<file path="src/rtl/spi_controller.sv">
// Byte-oriented SPI host engine: shifts one byte MSB-first over x1/x2/x4 lanes
// while assembling one received byte; spi_clk runs at clk/2 with CPOL=0, CPHA=0.
module spi_controller (
    input  logic       clk,
    input  logic       reset,
    output logic       spi_clk,
    input  logic [3:0] spi_data_in,
    output logic [3:0] spi_data_out,
    input  logic [2:0] spi_mode_in,
    input  logic       spi_byte_tx_strobe,
    input  logic [7:0] spi_byte_tx,
    output logic [7:0] spi_byte_rx,
    output logic       spi_idle
);

    typedef enum logic [1:0] {ST_IDLE, ST_LOW, ST_HIGH} state_e;
    typedef enum logic [1:0] {LANE_X1, LANE_X2, LANE_X4} lane_e;

    state_e     state_q;
    lane_e      lane_q;
    lane_e      lane_d;
    logic [7:0] tx_q;
    logic [7:0] rx_q;
    logic [7:0] rx_d;
    logic [2:0] beats_q;
    logic       sclk_q;
    logic [3:0] dout_q;
    logic [7:0] byte_rx_q;
    logic       idle_q;

    function automatic lane_e decode_mode(input logic [2:0] m);
        case (m)
            3'd2:    return LANE_X2;
            3'd4:    return LANE_X4;
            default: return LANE_X1;
        endcase
    endfunction

    function automatic logic [3:0] lead_bits(input lane_e l, input logic [7:0] b);
        case (l)
            LANE_X1: return {3'b000, b[7]};
            LANE_X2: return {2'b00, b[7:6]};
            default: return b[7:4];
        endcase
    endfunction

    function automatic logic [7:0] shift_out(input lane_e l, input logic [7:0] b);
        case (l)
            LANE_X1: return {b[6:0], 1'b0};
            LANE_X2: return {b[5:0], 2'b00};
            default: return {b[3:0], 4'b0000};
        endcase
    endfunction

    // Beats remaining after the first one; reaching zero in HIGH ends the byte.
    function automatic logic [2:0] beats_after_first(input lane_e l);
        case (l)
            LANE_X1: return 3'd7;
            LANE_X2: return 3'd3;
            default: return 3'd1;
        endcase
    endfunction

    assign lane_d = decode_mode(spi_mode_in);

    always_comb begin
        rx_d = rx_q;
        case (lane_q)
            LANE_X1: rx_d = {rx_q[6:0], spi_data_in[1]};
            LANE_X2: rx_d = {rx_q[5:0], spi_data_in[1:0]};
            default: rx_d = {rx_q[3:0], spi_data_in};
        endcase
    end

    always_ff @(posedge clk or posedge reset) begin
        if (reset) begin
            state_q   <= ST_IDLE;
            lane_q    <= LANE_X1;
            tx_q      <= '0;
            rx_q      <= '0;
            beats_q   <= '0;
            sclk_q    <= 1'b0;
            dout_q    <= '0;
            byte_rx_q <= '0;
            idle_q    <= 1'b1;
        end else begin
            case (state_q)
                ST_IDLE: begin
                    if (spi_byte_tx_strobe) begin
                        lane_q  <= lane_d;
                        dout_q  <= lead_bits(lane_d, spi_byte_tx);
                        tx_q    <= shift_out(lane_d, spi_byte_tx);
                        beats_q <= beats_after_first(lane_d);
                        rx_q    <= '0;
                        idle_q  <= 1'b0;
                        state_q <= ST_LOW;
                    end
                end
                ST_LOW: begin
                    sclk_q  <= 1'b1;
                    state_q <= ST_HIGH;
                end
                ST_HIGH: begin
                    rx_q   <= rx_d;
                    sclk_q <= 1'b0;
                    if (beats_q == 3'd0) begin
                        byte_rx_q <= rx_d;
                        idle_q    <= 1'b1;
                        state_q   <= ST_IDLE;
                    end else begin
                        beats_q <= beats_q - 3'd1;
                        dout_q  <= lead_bits(lane_q, tx_q);
                        tx_q    <= shift_out(lane_q, tx_q);
                        state_q <= ST_LOW;
                    end
                end
                default: state_q <= ST_IDLE;
            endcase
        end
    end

    assign spi_clk      = sclk_q;
    assign spi_data_out = dout_q;
    assign spi_byte_rx  = byte_rx_q;
    assign spi_idle     = idle_q;

endmodule

</file>
<file path="config.mk">
export PLATFORM = sky130hd
export DESIGN_NAME = spi_controller
export DESIGN_NICKNAME = d
export VERILOG_FILES = /design/src/rtl/spi_controller.sv
export SDC_FILE = /design/constraint.sdc
export NUM_CORES = 1
export LEC_CHECK = 0
export CELL_PAD_IN_SITES_DETAIL_PLACEMENT = 0
export CELL_PAD_IN_SITES_GLOBAL_PLACEMENT = 1
export CORE_MARGIN = 3
export CORE_UTILIZATION = 44
export CTS_CLUSTER_DIAMETER = 200
export DETAILED_ROUTE_END_ITERATION = 8
export GPL_TIMING_DRIVEN = 0
export PLACE_DENSITY = 0.93
export SLEW_MARGIN = 5
export SYNTH_ARGS = -nofsm -noshare
export SYNTH_HDL_FRONTEND = slang
export SYNTH_SLANG_ARGS = --single-unit
</file>
<file path="constraint.sdc">
create_clock -name clk -period 5.7 [get_ports clk]
set_clock_uncertainty 0.2 [all_clocks]
set_input_delay 1.14 -clock clk [delete_from_list [all_inputs] [get_ports clk]]
set_output_delay 1.14 -clock clk [all_outputs]
set_load 0.01 [all_outputs]
</file>
## Word level (Yosys, flattened, before mapping)

Cells that the tools add are included.

| cells by class | value |
|---|---|
| add/subtract/negate cells | 1 |
| equal/unequal tests | 9 |
| muxes and demuxes | 25 |
| reductions and logical operators | 11 |

Operators by type and width:

| kind | number |
|---|---|
| $pmux 8 s2 | 4 |
| $pmux 4 s2 | 3 |
| $mux 8 | 2 |
| $pmux 7 s2 | 1 |
| $pmux 3 s2 | 2 |
| $mux 4 | 2 |
| $mux 7 | 1 |
| $eq 2x1->1 const B | 3 |
| $logic_not 2->1 | 3 |
| $mux 3 | 2 |
| $ne 2x2->1 const B | 3 |
| $pmux 2 s3 | 1 |
| $reduce_and 2->1 | 3 |
| $reduce_and 3->1 | 2 |
| $pmux 1 s2 | 2 |
| $pmux 2 s2 | 1 |
| $reduce_bool 2->1 | 2 |
| $eq 3x2->1 const B | 1 |
| $eq 3x3->1 const B | 1 |
| $logic_not 3->1 | 1 |
| $mux 1 | 3 |
| $sub 3x1->3 const B | 1 |
| $eq 2x2->1 const B | 1 |
| $mux 2 | 1 |

| storage, ports and cells | value |
|---|---|
| flip-flop bits (word level) | 36 |
| bits of input ports | 18 |
| output and inout bits | 14 |
| word-level logic and storage cells | 55 |

## Depth between registers and ports, before layout

Gate-level depths: netlist of run 1.

| depth | value |
|---|---|
| depth in word-level cells | 6 |
| gate-level depth with buffers | 8 |
| gate-level depth less buffers | 6 |

## Worst setup path before layout of run 1

Ideal clock, no wire load.

| timing path | value |
|---|---|
| kind | input port to flip-flop |
| start | input spi_mode_in[2] |
| end | register tx_q[5] |
| library setup time | 0.127 ns |
| arrival time | 2.077 ns |
| data required time | 5.373 ns |
| setup slack | 3.297 ns |
| cell stages on the path | 5 |
| path buffers | 2 |
| path through | clkbuf_2 buf_2 a221o_1 a221oi_1 o31ai_1 |

| on the way | value |
|---|---|
| cells in the longest elaborated chain, start to end | 6 |
| elaborated cells on any way between the ends | 8 |
| those cells by class | eq/ne: 3; mux: 4; reduce/logical: 1 |

Ends and longest elaborated chain:

| item | RTL line | source |
|---|---|---|
| start: declaration | 9 | `input logic [2:0] spi_mode_in,` |
| $eq 3x3->1 or $eq 3x2->1 (tied branches) | 32 | `case (m)` |
| $pmux 2 s2 * | 32 |  |
| $eq 2x1->1 or $logic_not 2->1 (tied branches) | 48 | `case (l)` |
| $pmux 8 s2 * | 48 |  |
| $mux 8 * | 89 | `if (spi_byte_tx_strobe) begin` |
| $pmux 8 s2 * | 87 | `case (state_q)` |
| end signal: assignment | 92 | `tx_q <= shift_out(lane_d, spi_byte_tx);` |
| end signal: assignment | 113 | `tx_q <= shift_out(lane_q, tx_q);` |
| end: declaration | 22 | `logic [7:0] tx_q;` |

Mark *: on every way between the ends. The rest lies on a longest branch, timed or not. The select of a mux whose other input is x is not followed.
A chain may end at the register's enable or synchronous reset.

## Worst setup path in the final report of run 1

| timing path | value |
|---|---|
| start | input spi_byte_tx_strobe |
| end | register beats_q[2] |

| on the way | value |
|---|---|
| cells in the longest elaborated chain, start to end | 2 |

Ends and longest elaborated chain:

| item | RTL line | source |
|---|---|---|
| start: declaration | 10 | `input logic spi_byte_tx_strobe,` |
| $ne 2x2->1 (no source line) | -- |  |
| $reduce_and 3->1 (no source line) | -- |  |
| end signal: assignment | 93 | `beats_q <= beats_after_first(lane_d);` |
| end signal: assignment | 111 | `beats_q <= beats_q - 3'd1;` |
| end: declaration | 25 | `logic [2:0] beats_q;` |

Every way passes these cells.

==> flow_summary.yaml, run 1 <==
run_status:
  status: "finished, final reports clean"
setup_path:
  r2r_start: "state_q[0]"
  r2r-end: "beats_q[2]"
  required_ps: 5680
  worst-r2r-cell-count: 7
  crit_path_end: "beats_q[2]"
  crit_start: "spi_byte_tx_strobe"
  rrSetupSlack_ps: 3430
  crit_type: "in2reg"
  worstPathMaxFanout: 9
  worst_setup_path_end_kind: "flop"
  worstPathArrival_ps: 2800
  worstSetupStartpointType: "input port"
floorplan:
  core_mm2: 0.00450
  io_pins: 32
  num_rows: 24
  die_y_um: 75.4
  die_x_um: 75.4
  initial_core_util_pct: 47.1
  die-area_mm2: 0.00569
routing:
  via_per_inst: 5.75
  drc: 0
  dr.pass1.iters: 4
  drt-total-wl_um: 5020
  wl_per_cell_um: 15.6
  ant_nets: 0
  vias: 1851
  drt_iter0_drc: 163
yosys:
  yosys.area_share.xor_xnor_pct: 0.413
  synth.distinct_cells: 40
  synthFlopType: "dfrtp_1"
  yosysWarnings: 0
  synth_top_family_by_area: "compound AO/OA/AOI/OAI gates"
  synth_fa_ha_area_share_pct: 3.54
  synth-simple-area-share_pct: 15.4
  syn_inst: 234
  ys_seq_elements: 35
  muxShareOfSynthArea_pct: 10.3
  synthesis.nets: 258
  synth-compound-area-share_pct: 22.7
  synth_edf_count: 0
  avgSynthCellArea_um2: 9.07
  syn_area_mm2: 0.00212
  yosysSeqAreaShare_pct: 41.3
  async_reset_ff_share_pct: 100
timing:
  rsz0062_at_grt: "false"
  min_period_ps: 2830
  setup_violations: 0
  finalMaxSlewViolations: 0
  setup_tns_ps: 0
  fin_ws_ps: 2870
  slew_headroom_pct: 51.4
  finalHoldViolCount: 0
  fin_hold_ws_ps: 278
  post-route-period-util_pct: 49.6
  fmaxAchievable_ghz: 0.354
  tightest_slew_ps: 728
clock_tree:
  cts_buffers: 5
  cts.htree.levels: 2
  cts_root_buf: "clkbuf_8"
  post-cts-setup-buffers: 0
  cts_buffer_depth: 2
  cts_resized: 0
  holdBufCountCts: 0
  tritoncts: "built"
  clock_sinks: 35
  path_clk_slew_ps: 70
  clk_latency_ps: 300
global_routing:
  grt_pass1_wl_um: 8570
  antenna_found_initial: 0
  overflow: 0
  grt.total_usage_pct: 19.6
  grt_pass1_vias: 1817
  grt_max_degree: 36
worst_hold_path:
  min-delay-start: "spi_byte_rx[7]"
  hold_class: "reg2reg"
power_and_ir_drop:
  power_switching_mw: 0.450
  p_comb_share_pct: 47.5
  swShare_pct: 39.5
  ir_drop_mv: 0.218
  finalPower_mw: 1.14
  power_frac_seq_pct: 35.8
  p_leak_nw: 1.11
  clock_power_share_pct: 16.7
  p_int_mw: 0.689
  p_per_area_mw_per_mm2: 444
finish:
  layout-drive-gt1-share_pct: 10.0
  multi_input_comb_area_mm2: 0.00111
  n_fill_cell: 443
  regArea_um2: 877
  fin_area_mm2: 0.00256
  layout.cells.non_filler: 322
  area_delta_synth_final_pct: 20.9
  n_antenna_cell: 0
  fin_util_pct: 56.9
  final_nets: 294
place:
  placedCellCount: 315
  placed_area_mm2: 0.00248
  dp_hpwl_um: 3610
  portBuffers: 29
  finalWeightedCongestion: 0.863
  pre_cts_slack_ps: 2600
flow_run:
  max-cap-violations: 0
power by group through the flow:
stage | clock [mW] | combinational [mW] | sequential, mW
floorplan | 0 | 0.371 | 0.409
global placement | 0 | 0.534 | 0.408
detailed placement | 0 | 0.541 | 0.413
CTS | 0.194 | 0.544 | 0.408
global route | 0.203 | 0.605 | 0.424
finish | 0.190 | 0.541 | 0.408
final cells by class:
type	instances	area share (%)
well taps	52	2.54
flip-flops and latches	35	34.2
plain buffers	17	3.71
multi-input cells	172	43.4
repair buffers	29	11.3
clock buffers	6	3.22
inverters	10	1.46
clock inverters	1	0.195
state kept, by name, indices dropped and copies added, names as in the netlist:
signal and cells:
tx_q 7, spi_idle 1, rx_q 7, beats_q 3
lane_q 2, spi_byte_rx 8, state_q 2, spi_data_out 4
spi_clk 1
how the worst min path moves through the flow:
stage	to	slack (ps)	cells past startpoint
after global placement	spi_data_out[3]	260	2
after floorplan	rx_q[6]	250	2
after global routing	beats_q[1]	320	1
after CTS	spi_byte_rx[7]	290	2
after detailed placement	spi_data_out[0]	270	2
final	spi_byte_rx[7]	280	2
cells by family (layout without fill, tap and decap cells):
| kind of cell | after synthesis | after routing |
|---|---|---|
| flops | 35 | 35 |
| fa+ha+maj | 6 | 6 |
| buf+inv | 27 | 63 |
| simple gates | 72 | 72 |
| xor+xnor | 1 | 1 |
| mux | 21 | 21 |
| compound gates | 72 | 72 |
synth_stat cells (4+ instances only):
master,count,share of area [%]
ha_1,6,3.5
a221o_1,7,3.3
inv_1,10,1.8
nand2b_1,7,2.1
clkbuf_1,6,1.1
a22oi_1,4,1.4
nor2_1,13,2.3
buf_2,6,1.4
nand2_1,36,6.4
mux2_2,4,2.1
a21oi_1,9,2.1
o21ai_0,28,6.6
o31ai_1,8,2.8
dfrtp_1,34,40
mux2i_1,16,7.5
layer usage:
layer	vias to the layer above	track usage, %	wire length (µm)
met4	0	5.83	70
li1	898	-	-
met5	-	0	0
met2	48	31.0	2370
met3	8	4.88	206
met1	897	26.6	2370
cells in the final DEF (no fill, tap or decap), drive strengths merged:
| cell type | count |
|---|---|
| nand3b | 3 |
| a211oi | 1 |
| clkinv | 1 |
| o41ai | 1 |
| nor3 | 3 |
| and3 | 1 |
| o211ai | 1 |
| clkbuf | 13 |
| nand2 | 36 |
| a22o | 2 |
| a32oi | 2 |
| o21ai | 29 |
| buf | 10 |
| a21oi | 9 |
| nand2b | 7 |
| xnor2 | 1 |
| mux2i | 17 |
| o22ai | 1 |
| dfrtp | 34 |
| a22oi | 4 |
| and2 | 3 |
| or3 | 1 |
| nor2 | 13 |
| or2b | 1 |
| inv | 10 |
| nand3 | 1 |
| o31ai | 8 |
| o21bai | 2 |
| mux2 | 4 |
| clkdlybuf4s50 | 29 |
| a221oi | 3 |
| a221o | 7 |
| nor2b | 3 |
| ha | 6 |
| a31oi | 1 |
| a21o | 1 |
| dfstp | 1 |
worst max-delay path: stages:
cell and delay, ps:
clkdlybuf4s50_1 500, mux2i_2 460, nand2b_1 190, buf_6 160
o21ai_2 70, a221o_1 280
(Power assumes the default switching activity.)
==> run 2: changes to the inputs <==
--- a/config.mk
+++ b/config.mk
@@ -8,11 +8,11 @@
 export CELL_PAD_IN_SITES_DETAIL_PLACEMENT = 0
 export CELL_PAD_IN_SITES_GLOBAL_PLACEMENT = 1
 export CORE_MARGIN = 3
-export CORE_UTILIZATION = 44
+export CORE_UTILIZATION = 37
 export CTS_CLUSTER_DIAMETER = 200
 export DETAILED_ROUTE_END_ITERATION = 8
 export GPL_TIMING_DRIVEN = 0
-export PLACE_DENSITY = 0.93
+export PLACE_DENSITY = 0.84
 export SLEW_MARGIN = 5
 export SYNTH_ARGS = -nofsm -noshare
 export SYNTH_HDL_FRONTEND = slang
==> constraint.sdc (replaced) <==
create_clock -name clk -period 2.3 [get_ports clk]
set_clock_uncertainty 0.2 [all_clocks]
set_input_delay 0.46 -clock clk [delete_from_list [all_inputs] [get_ports clk]]
set_output_delay 0.46 -clock clk [all_outputs]
set_load 0.01 [all_outputs]
==> flow_summary.yaml, run 2 (synthesized netlist as in run 1, its figures left out) <==
clock_tree:
  cts.htree.levels: 2
  cts_buffer_depth: 2
  cts_buffers: 5
  tritoncts: "built"
  holdBufCountCts: 0
  path_clk_slew_ps: 70
  cts_root_buf: "clkbuf_8"
  clk_latency_ps: 290
  clock_sinks: 35
timing:
  finalMaxSlewViolations: 0
  finalHoldViolCount: 0
  rsz0062_at_grt: "false"
  slew_headroom_pct: 50.6
  min_period_ps: 2100
  fin_hold_ws_ps: 279
  fmaxAchievable_ghz: 0.477
  tightest_slew_ps: 741
  setup_violations: 0
  setup_tns_ps: 0
  post-route-period-util_pct: 91.2
global_routing:
  overflow: 0
  grt.total_usage_pct: 16.9
  grt_pass1_wl_um: 8670
  grt_max_degree: 36
  grt_pass1_vias: 1737
  antenna_found_initial: 0
setup_path:
  critPathMaxStageDelay_ps: 420
  cp_slowest_cell: "dfrtp_1"
  path_buf_inv: 3
  worstPathMaxFanout: 10
  worstSetupStartpointType: "flop"
  worstPathArrival_ps: 2090
  cp_cell_sequence: "inv_1 > ha_1 > buf_2 > clkbuf_1 > a21oi_1 > o41ai_2"
  crit_type: "reg2reg"
  worst_setup_path_end_kind: "flop"
  cp_top_family: "buffers and inverters"
  required_ps: 2300
finish:
  n_fill_cell: 550
  n_antenna_cell: 0
  fin_util_pct: 48.7
  final_nets: 295
  area_delta_synth_final_pct: 22.5
  final_common_cell: "nand2_1"
  multi_input_comb_area_mm2: 0.00112
  final_cell_mix: "nand2_1 (36), dfrtp_1 (34), clkdlybuf4s50_1 (29)"
  largest_reg_flops: 8
  fin_area_mm2: 0.00260
  layout-drive-gt1-share_pct: 10.3
  regArea_um2: 877
routing:
  wl_met3_um: 177
  drc: 0
  top_layer: "met4"
  drt-met1-wl_um: 2530
  ant_nets: 0
  dr.pass1.iters: 4
  via_per_inst: 5.37
  wl_met2_um: 2280
  vias: 1837
  drt-total-wl_um: 5050
  drt_iter0_drc: 185
  wl_per_cell_um: 14.8
floorplan:
  num_rows: 26
  die_x_um: 81.7
  core_mm2: 0.00534
  initial_core_util_pct: 39.8
  die-area_mm2: 0.00668
  io_pins: 32
  die_y_um: 81.7
flow_run:
  max-cap-violations: 0
power_and_ir_drop:
  p_per_area_mw_per_mm2: 1090
  ir_drop_mv: 0.601
  p_leak_nw: 1.11
place:
  placed_area_mm2: 0.00250
  dp_hpwl_um: 3620
  finalWeightedCongestion: 0.818
  portBuffers: 29
worst_hold_path:
  hold_class: "reg2reg"
run_status:
  status: "finished, final reports clean"
run 2: cell types whose count changed in the layout (fill, tap and decap cells not counted):
cell      before  now
clkbuf_2       1    2
clkbuf_8       6    5
buf_4          2    3
mux2i_4        0    1
clkbuf_1       6    7
mux2i_2        1    0
run 2: worst reg2reg max path: stages, from the launching register on:
cell and delay [ps]:
dfrtp_1 420, inv_1 100, ha_1 230, buf_2 230, clkbuf_1 420, a21oi_1 100
o41ai_2 310
run 2: area by class of cell:
| cell class | count | share of cell area (%) |
|---|---|---|
| buffer | 17 | 3.71 |
| inverter | 10 | 1.44 |
| clock inverter | 1 | 0.193 |
| timing repair buffer | 30 | 11.5 |
| tap | 70 | 3.37 |
| clock buffer | 7 | 2.94 |
| multi-input combinational | 172 | 43.1 |
| sequential | 35 | 33.8 |
run 2: power by group:
part | switching, mW | internal (mW) | total, mW
Clock | 0.224 | 0.213 | 0.436
Combinational | 0.723 | 0.658 | 1.38
Sequential | 0.176 | 0.839 | 1.01
Total | 1.12 | 1.71 | 2.83
run 2: through the flow:
step	instances	setup slack (ps)	power, mW
after floorplan	234	271	1.93
after global placement	333	-123	2.35
after detailed placement	333	-156	2.37
after CTS	341	0.965	2.82
after global routing	342	64.1	3.09
final	342	203	2.83
run 2: metal layers:
metal | vias up | GRT usage, %
li1 | 909 | -
met1 | 889 | 24.8
met2 | 31 | 24.9
met3 | 8 | 3.29
met4 | 0 | 4.98
met5 | - | 0
run 2: timing repair:
action | 4_1_cts | 5_1_grt
buffers inserted | 0 | 1
setup endpoints to repair | 0 | 20
gates resized for setup | 0 | 3
run 2: path summary, 6_finish.rpt:
check / depth (start not counted) / slack (ps) / endpoint / start
setup reg to reg: 6 / 200 / tx_q[7] / state_q[0]
hold / removal: 2 / 280 / spi_byte_rx[7] / spi_byte_rx[7]
max in group asynchronous: 2 / 1000 / spi_clk / reset
setup / recovery: 6 / 200 / tx_q[7] / state_q[0]
hold reg to reg: 2 / 280 / spi_byte_rx[7] / spi_byte_rx[7]
min in group asynchronous: 2 / 420 / spi_data_out[3] / reset
==> run 3: changes to the inputs <==
--- a/config.mk
+++ b/config.mk
@@ -12,8 +12,7 @@
 export CTS_CLUSTER_DIAMETER = 200
 export DETAILED_ROUTE_END_ITERATION = 8
 export GPL_TIMING_DRIVEN = 0
-export PLACE_DENSITY = 0.84
-export SLEW_MARGIN = 5
+export PLACE_DENSITY = 0.77
 export SYNTH_ARGS = -nofsm -noshare
 export SYNTH_HDL_FRONTEND = slang
 export SYNTH_SLANG_ARGS = --single-unit
==> constraint.sdc (replaced) <==
create_clock -name clk -period 1.9 [get_ports clk]
set_clock_uncertainty 0.2 [all_clocks]
set_input_delay 0.38 -clock clk [delete_from_list [all_inputs] [get_ports clk]]
set_output_delay 0.38 -clock clk [all_outputs]
set_load 0.01 [all_outputs]
==> flow_summary.yaml, run 3 (synthesized netlist as in run 1, its figures left out) <==
timing:
  slew_headroom_pct: 41.9
  finalMaxSlewViolations: 0
  setup_tns_ps: 0
  fmaxAchievable_ghz: 0.529
  rsz0062_at_grt: "true"
  post-route-period-util_pct: 99.6
  finalHoldViolCount: 0
  setup_violations: 0
  fin_hold_ws_ps: 278
  min_period_ps: 1890
  tightest_slew_ps: 870
  fin_ws_ps: 8.29
setup_path:
  r2r_start: "state_q[0]"
  worstSetupStartpointType: "input port"
  worst_setup_path_end_kind: "flop"
  crit_type: "in2reg"
  crit_start: "spi_mode_in[0]"
  required_ps: 1870
  r2r-end: "tx_q[3]"
  worst-r2r-cell-count: 7
  crit_path_end: "tx_q[6]"
  worstPathMaxFanout: 6
  worstPathArrival_ps: 1860
  rrSetupSlack_ps: 20
routing:
  wl_met3_um: 124
  via_per_inst: 5.36
  drc: 0
  drt-total-wl_um: 5380
  dr.pass1.iters: 4
  top_layer: "met4"
  vias: 1872
  drt_iter0_drc: 137
  wl_met2_um: 2500
  wl_per_cell_um: 15.4
  ant_nets: 0
  drt-met1-wl_um: 2670
clock_tree:
  tritoncts: "built"
  clk_latency_ps: 280
  clock_sinks: 35
  holdBufCountCts: 0
  path_clk_slew_ps: 70
  cts_root_buf: "clkbuf_8"
  cts_buffers: 5
  cts_buffer_depth: 2
  cts.htree.levels: 2
floorplan:
  die_x_um: 81.7
  io_pins: 32
  num_rows: 26
  initial_core_util_pct: 39.8
  core_mm2: 0.00534
  die-area_mm2: 0.00668
  die_y_um: 81.7
finish:
  final_nets: 302
  area_delta_synth_final_pct: 33.1
  layout-drive-gt1-share_pct: 20.1
  n_antenna_cell: 0
  fin_area_mm2: 0.00283
  largest_reg_flops: 8
  final_common_cell: "nand2_1"
  final_cell_mix: "nand2_1 (35), dfrtp_1 (34), clkdlybuf4s50_1 (28)"
global_routing:
  overflow: 0
  grt_pass1_wl_um: 8940
  antenna_found_initial: 0
  grt_max_degree: 23
  grt_pass1_vias: 1742
  grt.total_usage_pct: 17.6
place:
  pre_cts_slack_ps: -417
  placed_area_mm2: 0.00254
  finalWeightedCongestion: 0.837
  dp_hpwl_um: 3810
  portBuffers: 29
worst_hold_path:
  hold_class: "reg2reg"
power_and_ir_drop:
  p_per_area_mw_per_mm2: 1350
  ir_drop_mv: 0.888
  p_leak_nw: 1.21
run_status:
  status: "finished, final reports clean"
flow_run:
  max-cap-violations: 0
## run 3: worst min path at each step
stage,start,end,slack (ps),cells after the start
after floorplan,rx_q[6],rx_q[6],250,2
after global placement,spi_data_out[3],spi_data_out[3],260,2
after detailed placement,spi_data_out[0],spi_data_out[0],270,2
after CTS,spi_data_out[0],spi_data_out[0],290,2
after global routing,spi_data_out[1],spi_data_out[1],290,2
final,spi_data_out[1],spi_data_out[1],280,2
## run 3: cell type report
type                    instances  area [µm²]
repair buffers                 38         364
well taps                      70        87.6
inverters                      10        37.5
clock buffers                   8         100
multi-input cells             172        1240
plain buffers                  16         121
flip-flops and latches         35         877
fillers                       512        2510
## run 3: per-layer routing
layer / GRT usage, % / vias to the layer above
li1: - / 917
met1: 25.8 / 923
met2: 26.2 / 23
met3: 3.29 / 9
met4: 4.98 / 0
met5: 0 / -
## run 3: worst max-delay path, cell delays in order
cell,delay (ps)
clkdlybuf4s50_1,500
buf_6,130
nor2_1,100
a221o_1,320
a221oi_2,360
o31ai_4,70
## run 3: repair_timing
action                     CTS  global route
cloned                       0             1
setup endpoints to repair   33            28
hold endpoints to repair     0             0
resized for setup           10            27
pin swaps                    1             6
buffers inserted             3             4
## run 3: metrics by stage
| stage | instances | total power, mW | utilization (%) |
|---|---|---|---|
| final | 349 | 3.81 | 53.0 |
| after global routing | 349 | 4.12 | 53.0 |
| after CTS | 345 | 3.58 | 50.4 |
| after detailed placement | 334 | 2.93 | 47.5 |
| after global placement | 333 | 2.91 | 47.3 |
| after floorplan | 234 | 2.39 | - |
## run 3: power breakdown
part	internal (mW)	switching, mW	leakage [nW]
clock network	0.331	0.266	0.0515
logic	0.986	0.991	0.710
registers	1.02	0.222	0.449
